File: src/rtl/seg7_pkg.sv
// Shared constants for the 7-segment scan controller: default slot timing,
// per-slot state encoding and the width of one hex digit field.
package seg7_pkg;

    localparam int DW       = 4;      // bits per displayed digit (one hex nibble)
    localparam int DIV_DEF  = 27000;  // cycles per digit slot, 1 ms at 27 MHz
    localparam int DEAD_DEF = 270;    // blank cycles at the start of each slot

    // Per-slot state: dark dead-time first, then the digit is lit
    localparam logic [0:0] ST_BLANK = 1'b0;
    localparam logic [0:0] ST_SHOW  = 1'b1;

endpackage

File: src/rtl/seg7_slot_timer.sv
// Slot timer for the scan controller. Owns the in-slot counter and the digit
// index, and exposes both the current and next-cycle show/idx so the parent
// can register its digit enables without a decode glitch.
// DEAD must be at least 1 (reset state is BLANK) and DIV at least DEAD+2.
module seg7_slot_timer
    import seg7_pkg::*;
#(
    parameter int DIGITS = 4,
    parameter int DIV    = DIV_DEF,
    parameter int DEAD   = DEAD_DEF,
    parameter int IW     = (DIGITS > 1) ? $clog2(DIGITS) : 1
) (
    input  logic          clk,
    input  logic          rst,
    output logic          show,
    output logic [IW-1:0] idx,
    output logic          boundary,
    output logic          show_nxt,
    output logic [IW-1:0] idx_nxt
);

    localparam int CW = $clog2(DIV);
    localparam logic [CW-1:0] CNT_LAST = CW'(DIV - 1);
    localparam logic [CW-1:0] CNT_DEAD = CW'(DEAD);
    localparam logic [IW-1:0] IDX_LAST = IW'(DIGITS - 1);

    logic [CW-1:0] cnt, cnt_nxt;
    logic [0:0]    st, st_nxt;
    logic          last;

    // Next-state for counter, digit index and BLANK/SHOW state
    always_comb begin
        last     = (cnt == CNT_LAST);
        boundary = last && (idx == IDX_LAST);
        cnt_nxt  = last ? '0 : cnt + 1'b1;
        idx_nxt  = idx;
        if (last) idx_nxt = (idx == IDX_LAST) ? '0 : idx + 1'b1;
        st_nxt   = (cnt_nxt >= CNT_DEAD) ? ST_SHOW : ST_BLANK;
        show_nxt = (st_nxt == ST_SHOW);
    end

    assign show = (st == ST_SHOW);

    // Slot registers; state is held alongside cnt so show never decodes live
    always_ff @(posedge clk or posedge rst) begin
        if (rst) begin
            cnt <= '0;
            idx <= '0;
            st  <= ST_BLANK;
        end else begin
            cnt <= cnt_nxt;
            idx <= idx_nxt;
            st  <= st_nxt;
        end
    end

endmodule

File: src/rtl/seg7_scan.sv
// Time-multiplexed scan controller for a common-cathode multi-digit 7-segment
// display. Drives the shared hex decoder nibble, one-hot digit enables and the
// decimal point, with a blank dead-time at the start of every digit slot.
// New values are taken over valid/ready into a pending buffer and swapped in
// only at a frame boundary so a frame never mixes old and new digits.
// Optional feature: define SEG7_SCAN_LZB_EN for leading-zero blanking.
module seg7_scan
    import seg7_pkg::*;
#(
    parameter int DIGITS = 4,
    parameter int DIV    = DIV_DEF,
    parameter int DEAD   = DEAD_DEF
) (
    input  logic                 clk,
    input  logic                 rst,
    input  logic                 wr_valid,
    output logic                 wr_ready,
    input  logic [DW*DIGITS-1:0] wr_data,
    input  logic [DIGITS-1:0]    wr_dp,
    output logic [DW-1:0]        nib,
    output logic                 dp,
    output logic [DIGITS-1:0]    dig_en,
    output logic                 frame_start
);

    localparam int IW = (DIGITS > 1) ? $clog2(DIGITS) : 1;

    logic [DIGITS-1:0][DW-1:0] act, pend, act_nxt;
    logic [DIGITS-1:0]         act_dp, pend_dp, act_dp_nxt;
    logic                      pf, accept, commit;
    logic                      show, show_nxt, boundary;
    logic [IW-1:0]             idx, idx_nxt;
    logic [DIGITS-1:0]         vis, sel_nxt, en_nxt;

    seg7_slot_timer #(
        .DIGITS (DIGITS),
        .DIV    (DIV),
        .DEAD   (DEAD),
        .IW     (IW)
    ) u_timer (
        .clk      (clk),
        .rst      (rst),
        .show     (show),
        .idx      (idx),
        .boundary (boundary),
        .show_nxt (show_nxt),
        .idx_nxt  (idx_nxt)
    );

    assign wr_ready   = ~pf;
    assign accept     = wr_valid & ~pf;
    // A write landing on the boundary edge sees pf=0 here, so it waits a frame
    assign commit     = boundary & pf;
    assign act_nxt    = commit ? pend    : act;
    assign act_dp_nxt = commit ? pend_dp : act_dp;

    // Nibble and dp follow the current slot; only the enables need to be clean
    assign nib = act[idx];
    assign dp  = show & act_dp[idx];

`ifdef SEG7_SCAN_LZB_EN
    // Show a digit if any digit at or above it is nonzero, it has a dp, or it is digit 0
    always_comb begin
        logic keep;
        keep = 1'b0;
        vis  = '0;
        for (int i = DIGITS - 1; i >= 0; i--) begin
            keep   = keep | (|act_nxt[i]);
            vis[i] = keep | act_dp_nxt[i] | (i == 0);
        end
    end
`else
    assign vis = '1;
`endif

    // Enables for the coming cycle, built from next-state so they can be registered
    always_comb begin
        sel_nxt          = '0;
        sel_nxt[idx_nxt] = 1'b1;
        en_nxt           = show_nxt ? (sel_nxt & vis) : '0;
    end

    // Display buffers, handshake flag and registered enables / frame pulse
    always_ff @(posedge clk or posedge rst) begin
        if (rst) begin
            act         <= '0;
            act_dp      <= '0;
            pend        <= '0;
            pend_dp     <= '0;
            pf          <= 1'b0;
            dig_en      <= '0;
            frame_start <= 1'b0;
        end else begin
            act    <= act_nxt;
            act_dp <= act_dp_nxt;
            if (accept) begin
                pend    <= wr_data;
                pend_dp <= wr_dp;
            end
            pf          <= accept | (pf & ~commit);
            dig_en      <= en_nxt;
            frame_start <= boundary;
        end
    end

endmodule

File: config.mk
export PLATFORM = sky130hd
export DESIGN_NAME = seg7_scan
export DESIGN_NICKNAME = d
export VERILOG_FILES = /design/src/rtl/seg7_pkg.sv /design/src/rtl/seg7_slot_timer.sv /design/src/rtl/seg7_scan.sv
export SDC_FILE = /design/constraint.sdc
export NUM_CORES = 1
export LEC_CHECK = 0
export ABC_AREA = 1
export CAP_MARGIN = 5
export CORE_MARGIN = 8
export CORE_UTILIZATION = 60
export CTS_CLUSTER_DIAMETER = 120
export CTS_CLUSTER_SIZE = 12
export DETAILED_ROUTE_END_ITERATION = 8
export PLACE_DENSITY = 0.92
export SKIP_CTS_REPAIR_TIMING = 1
export SLEW_MARGIN = 40
export SYNTH_ARGS = -nofsm -noshare
export SYNTH_HDL_FRONTEND = slang
export SYNTH_SLANG_ARGS = --single-unit
File: constraint.sdc
create_clock -name clk -period 4.1 [get_ports clk]
set_input_delay 0.82 -clock clk [delete_from_list [all_inputs] [get_ports clk]]
set_output_delay 0.82 -clock clk [all_outputs]
set_load 0.02 [all_outputs]
==> flow_metrics.env <==
export IMPL_status="completed"
export IMPL_grt_pass1_wl_mm=10.3
export IMPL_p_leak_nw=1.76
export IMPL_cts_sinks=64
export IMPL_row_count=25
export IMPL_cts_tree="yes"
export IMPL_slew_violations=0
export IMPL_grt_use_total_pct=17.3
export IMPL_yosysSeqAreaShare_pct=53.7
export IMPL_crit_slowest_cell="clkdlybuf4s50_1"
export IMPL_powerDensity_nw_per_um2=350
export IMPL_final_fill_count=330
export IMPL_cts_root_buffer="clkbuf_8"
export IMPL_yosysWarnings=0
export IMPL_wl_per_cell_um=13.2
export IMPL_worst_r2r_path_depth=9
export IMPL_synth_edf_count=0
export IMPL_synth_top_family_by_area="simple AND/OR/NAND/NOR gates"
export IMPL_clock_power_share_pct=43.0
export IMPL_power_frac_comb_pct=4.3
export IMPL_grt_setup_unrepaired="no"
export IMPL_antenna_cells=0
export IMPL_nNetsFinal=410
export IMPL_cts_clk_slew_worst_paths_ns=0.07
export IMPL_timing_hold_violations_final=0
export IMPL_design_die_area_um2=7480
export IMPL_dr_first_iter_drc_count=200
export IMPL_h_tree_depth=3
export IMPL_drive_above_1_share_pct=12.1
export IMPL_drv_cap=0
export IMPL_grt_pass1_vias=2320
export IMPL_critPathRequiredTime_ns=3.28
export IMPL_antenna_left=0
export IMPL_synth_most_common_cell="nand2_1"
export IMPL_async_reset_ff_share_pct=100
export IMPL_switching_share_pct=21.7
export IMPL_cts_made_buffers=9
export IMPL_syn_num_nets=373
export IMPL_start_util_pct=62.7
export IMPL_worst_ep_arrival_time_ns=2.17
export IMPL_final_setup_skew_ns=0.0103
export IMPL_synth_seq_cells=64
export IMPL_ios=34
export IMPL_synth_common_cells="nand2_1, dfrtp_1, inv_1, nor2_1, a21oi_1"
export IMPL_io_buffers=33
export IMPL_overflow=0
export IMPL_period_minus_slack_ns=2.99
export IMPL_reg2reg_to="act[4]$_DFFE_PP0P_"
export IMPL_rrSetupSlack_ns=2.03
export IMPL_drt_pass1_iter_count=6
export IMPL_fin_crit_sh_pct=73.0
export IMPL_p_switching_uw=269
export IMPL_crit_type="reg2out"
export IMPL_synthAdderAreaFrac_pct=1.26
export IMPL_die_w_um=86.5
export IMPL_antenna_found_initial=0
export IMPL_peakVddDrop_mv=0.270
export IMPL_synthMuxAreaShare_pct=3.02
export IMPL_num_vias=2380
export IMPL_globalplace_congestion=0.853
export IMPL_ys_flop_type="dfrtp_1"
export IMPL_drc=0
export IMPL_synth_xor_area_share_pct=1.17
export IMPL_syn_to_final_growth_pct=19.0
export IMPL_yosysTopAreaCell="dfrtp_1"
export IMPL_utilization_pct=74.7
export IMPL_postSynthAreaPerCell_um2=8.60
export IMPL_syn_area_um2=2980
export IMPL_syn_instance_count=347
export IMPL_crit_path_end="dp"
export IMPL_synthTopCellsByArea="dfrtp_1, nand2_1, inv_1"
export IMPL_fmax_mhz=334
export IMPL_synth_simple_area_share_pct=23.2
export IMPL_yosysUniqueCellTypes=28
export IMPL_finalSetupViolCount=0
export IMPL_critPathLaunchType="flop"
export IMPL_worstSetupStartpoint="u_timer.idx[0]$_DFF_PP0_"
export IMPL_dpl_hpwl_mm=4.19
export IMPL_cts_path_max_buffers=2
export IMPL_hold_class="reg2reg"
export IMPL_cp_end_kind="primary output"
export IMPL_p_int_uw=973
export IMPL_critical_path_cell_chain="inv_1 > o21ai_0 > a21boi_0 > clkdlybuf4s50_1"
export IMPL_finalSetupTns_ns=0
export IMPL_reg2reg_from="u_timer.cnt[0]$_DFF_PP0_"
export IMPL_vias_per_cell=5.22
export IMPL_die_h_um=86.5
export IMPL_crit_fanout=13
export IMPL_slew_headroom_pct=55.3
export IMPL_tightest_slew_ns=0.670
export IMPL_grt_max_degree=35
export IMPL_pwr_share_seq_pct=52.7
export IMPL_coreArea_um2=4750
export IMPL_max_stage_delay_ns=0.65
export IMPL_synth_compound_area_share_pct=9.94
export IMPL_insertion_delay_ns=0.34
export IMPL_synth_top_cell_area_share_pct=53.7
export IMPL_wirelength_mm=6.02
-- cell usage in the layout (no fill, tap or decap), types with 2 or more instances in the layout --
| master | count |
|---|---|
| mux2_2 | 8 |
| dfrtp_1 | 64 |
| o21ai_1 | 5 |
| o21ai_2 | 8 |
| nor2_1 | 46 |
| a21oi_1 | 19 |
| nand4_1 | 4 |
| nand2_1 | 82 |
| nand2_2 | 4 |
| xor2_1 | 4 |
| clkinv_2 | 2 |
| o21ai_0 | 11 |
| clkdlybuf4s50_1 | 33 |
| ha_1 | 3 |
| nor3_1 | 3 |
| inv_1 | 45 |
| o22ai_1 | 4 |
| clkbuf_8 | 10 |
| nor2_2 | 5 |
| nand3_1 | 15 |
-- through the flow --
| stage | setup slack [ns] | power (mW) | instances | instance area, µm² | hold slack [ns] |
|---|---|---|---|---|---|
| 6_report | 1.11 | 1.24 | 456 | 3550 | 0.466 |
| 5_1_grt | 0.951 | 1.29 | 456 | 3550 | 0.484 |
| 4_1_cts | 1.12 | 1.25 | 456 | 3550 | 0.466 |
| 3_5_place_dp | 1.49 | 0.721 | 440 | 3350 | 0.450 |
| 3_3_place_gp | 1.56 | 0.718 | 440 | 3350 | 0.449 |
| 2_1_floorplan | 1.68 | 0.691 | 347 | 2980 | 0.436 |
-- power by group through the flow --
stage	clock network (mW)	registers (mW)	logic, mW
floorplan	0	0.664	0.0267
global placement	0	0.666	0.0529
detailed placement	0	0.666	0.0549
CTS	0.539	0.654	0.0552
global route	0.570	0.656	0.0608
finish	0.533	0.655	0.0540
-- routing by layer --
layer / routed length [µm] / track usage, %
met1: 2690 / 21.2
met4: 133 / 9.86
met3: 313 / 4.06
met5: 0 / 0
met2: 2890 / 27.3
-- flip-flops by register name, summed over array words and instances (netlist names) --
signal / count
u_timer.idx: 2
u_timer.show: 1
u_timer.cnt: 15
frame_start: 1
pend_dp: 4
dig_en: 4
pend: 16
act: 16
act_dp: 4
pf: 1
-- worst max-delay path: cells and delay by family, from the launching register on --
kind                   cells  cell delay, ns
AOI/OAI and AO/OA          2            0.39
buffers and inverters      2            0.95
DFF                        1            0.50
-- final cells by class --
cell class / instances / area (µm²) / share of cell area, %
clock buffer: 11 / 141 / 3.98
clock inverter: 5 / 56.3 / 1.59
inverter: 47 / 176 / 4.97
multi-input combinational: 228 / 1150 / 32.5
sequential: 64 / 1600 / 45.1
tap: 67 / 83.8 / 2.36
timing repair buffer: 34 / 338 / 9.52
-- kinds of logic (layout without fill, tap and decap cells) --
group	after synthesis	count (layout)
buffers and inverters	55	97
AOI/OAI and AO/OA	50	50
adders and majority gates	3	3
DFF	64	64
xor gates and xnor gates	4	4
and+or+nand+nor	163	163
muxes	8	8
-- worst min path at each step --
stage	cells after the start	slack, ns	end	from
2_1_floorplan	2	0.44	act[10]$_DFFE_PP0P_	pend[10]$_DFFE_PP0P_
3_3_place_gp	2	0.45	act[9]$_DFFE_PP0P_	pend[9]$_DFFE_PP0P_
3_5_place_dp	2	0.45	act_dp[3]$_DFFE_PP0P_	pend_dp[3]$_DFFE_PP0P_
4_1_cts	2	0.47	act_dp[3]$_DFFE_PP0P_	pend_dp[3]$_DFFE_PP0P_
5_1_grt	2	0.48	act[14]$_DFFE_PP0P_	pend[14]$_DFFE_PP0P_
6_report	2	0.47	act_dp[3]$_DFFE_PP0P_	pend_dp[3]$_DFFE_PP0P_
Note: power is estimated with default switching activity, not from simulation.
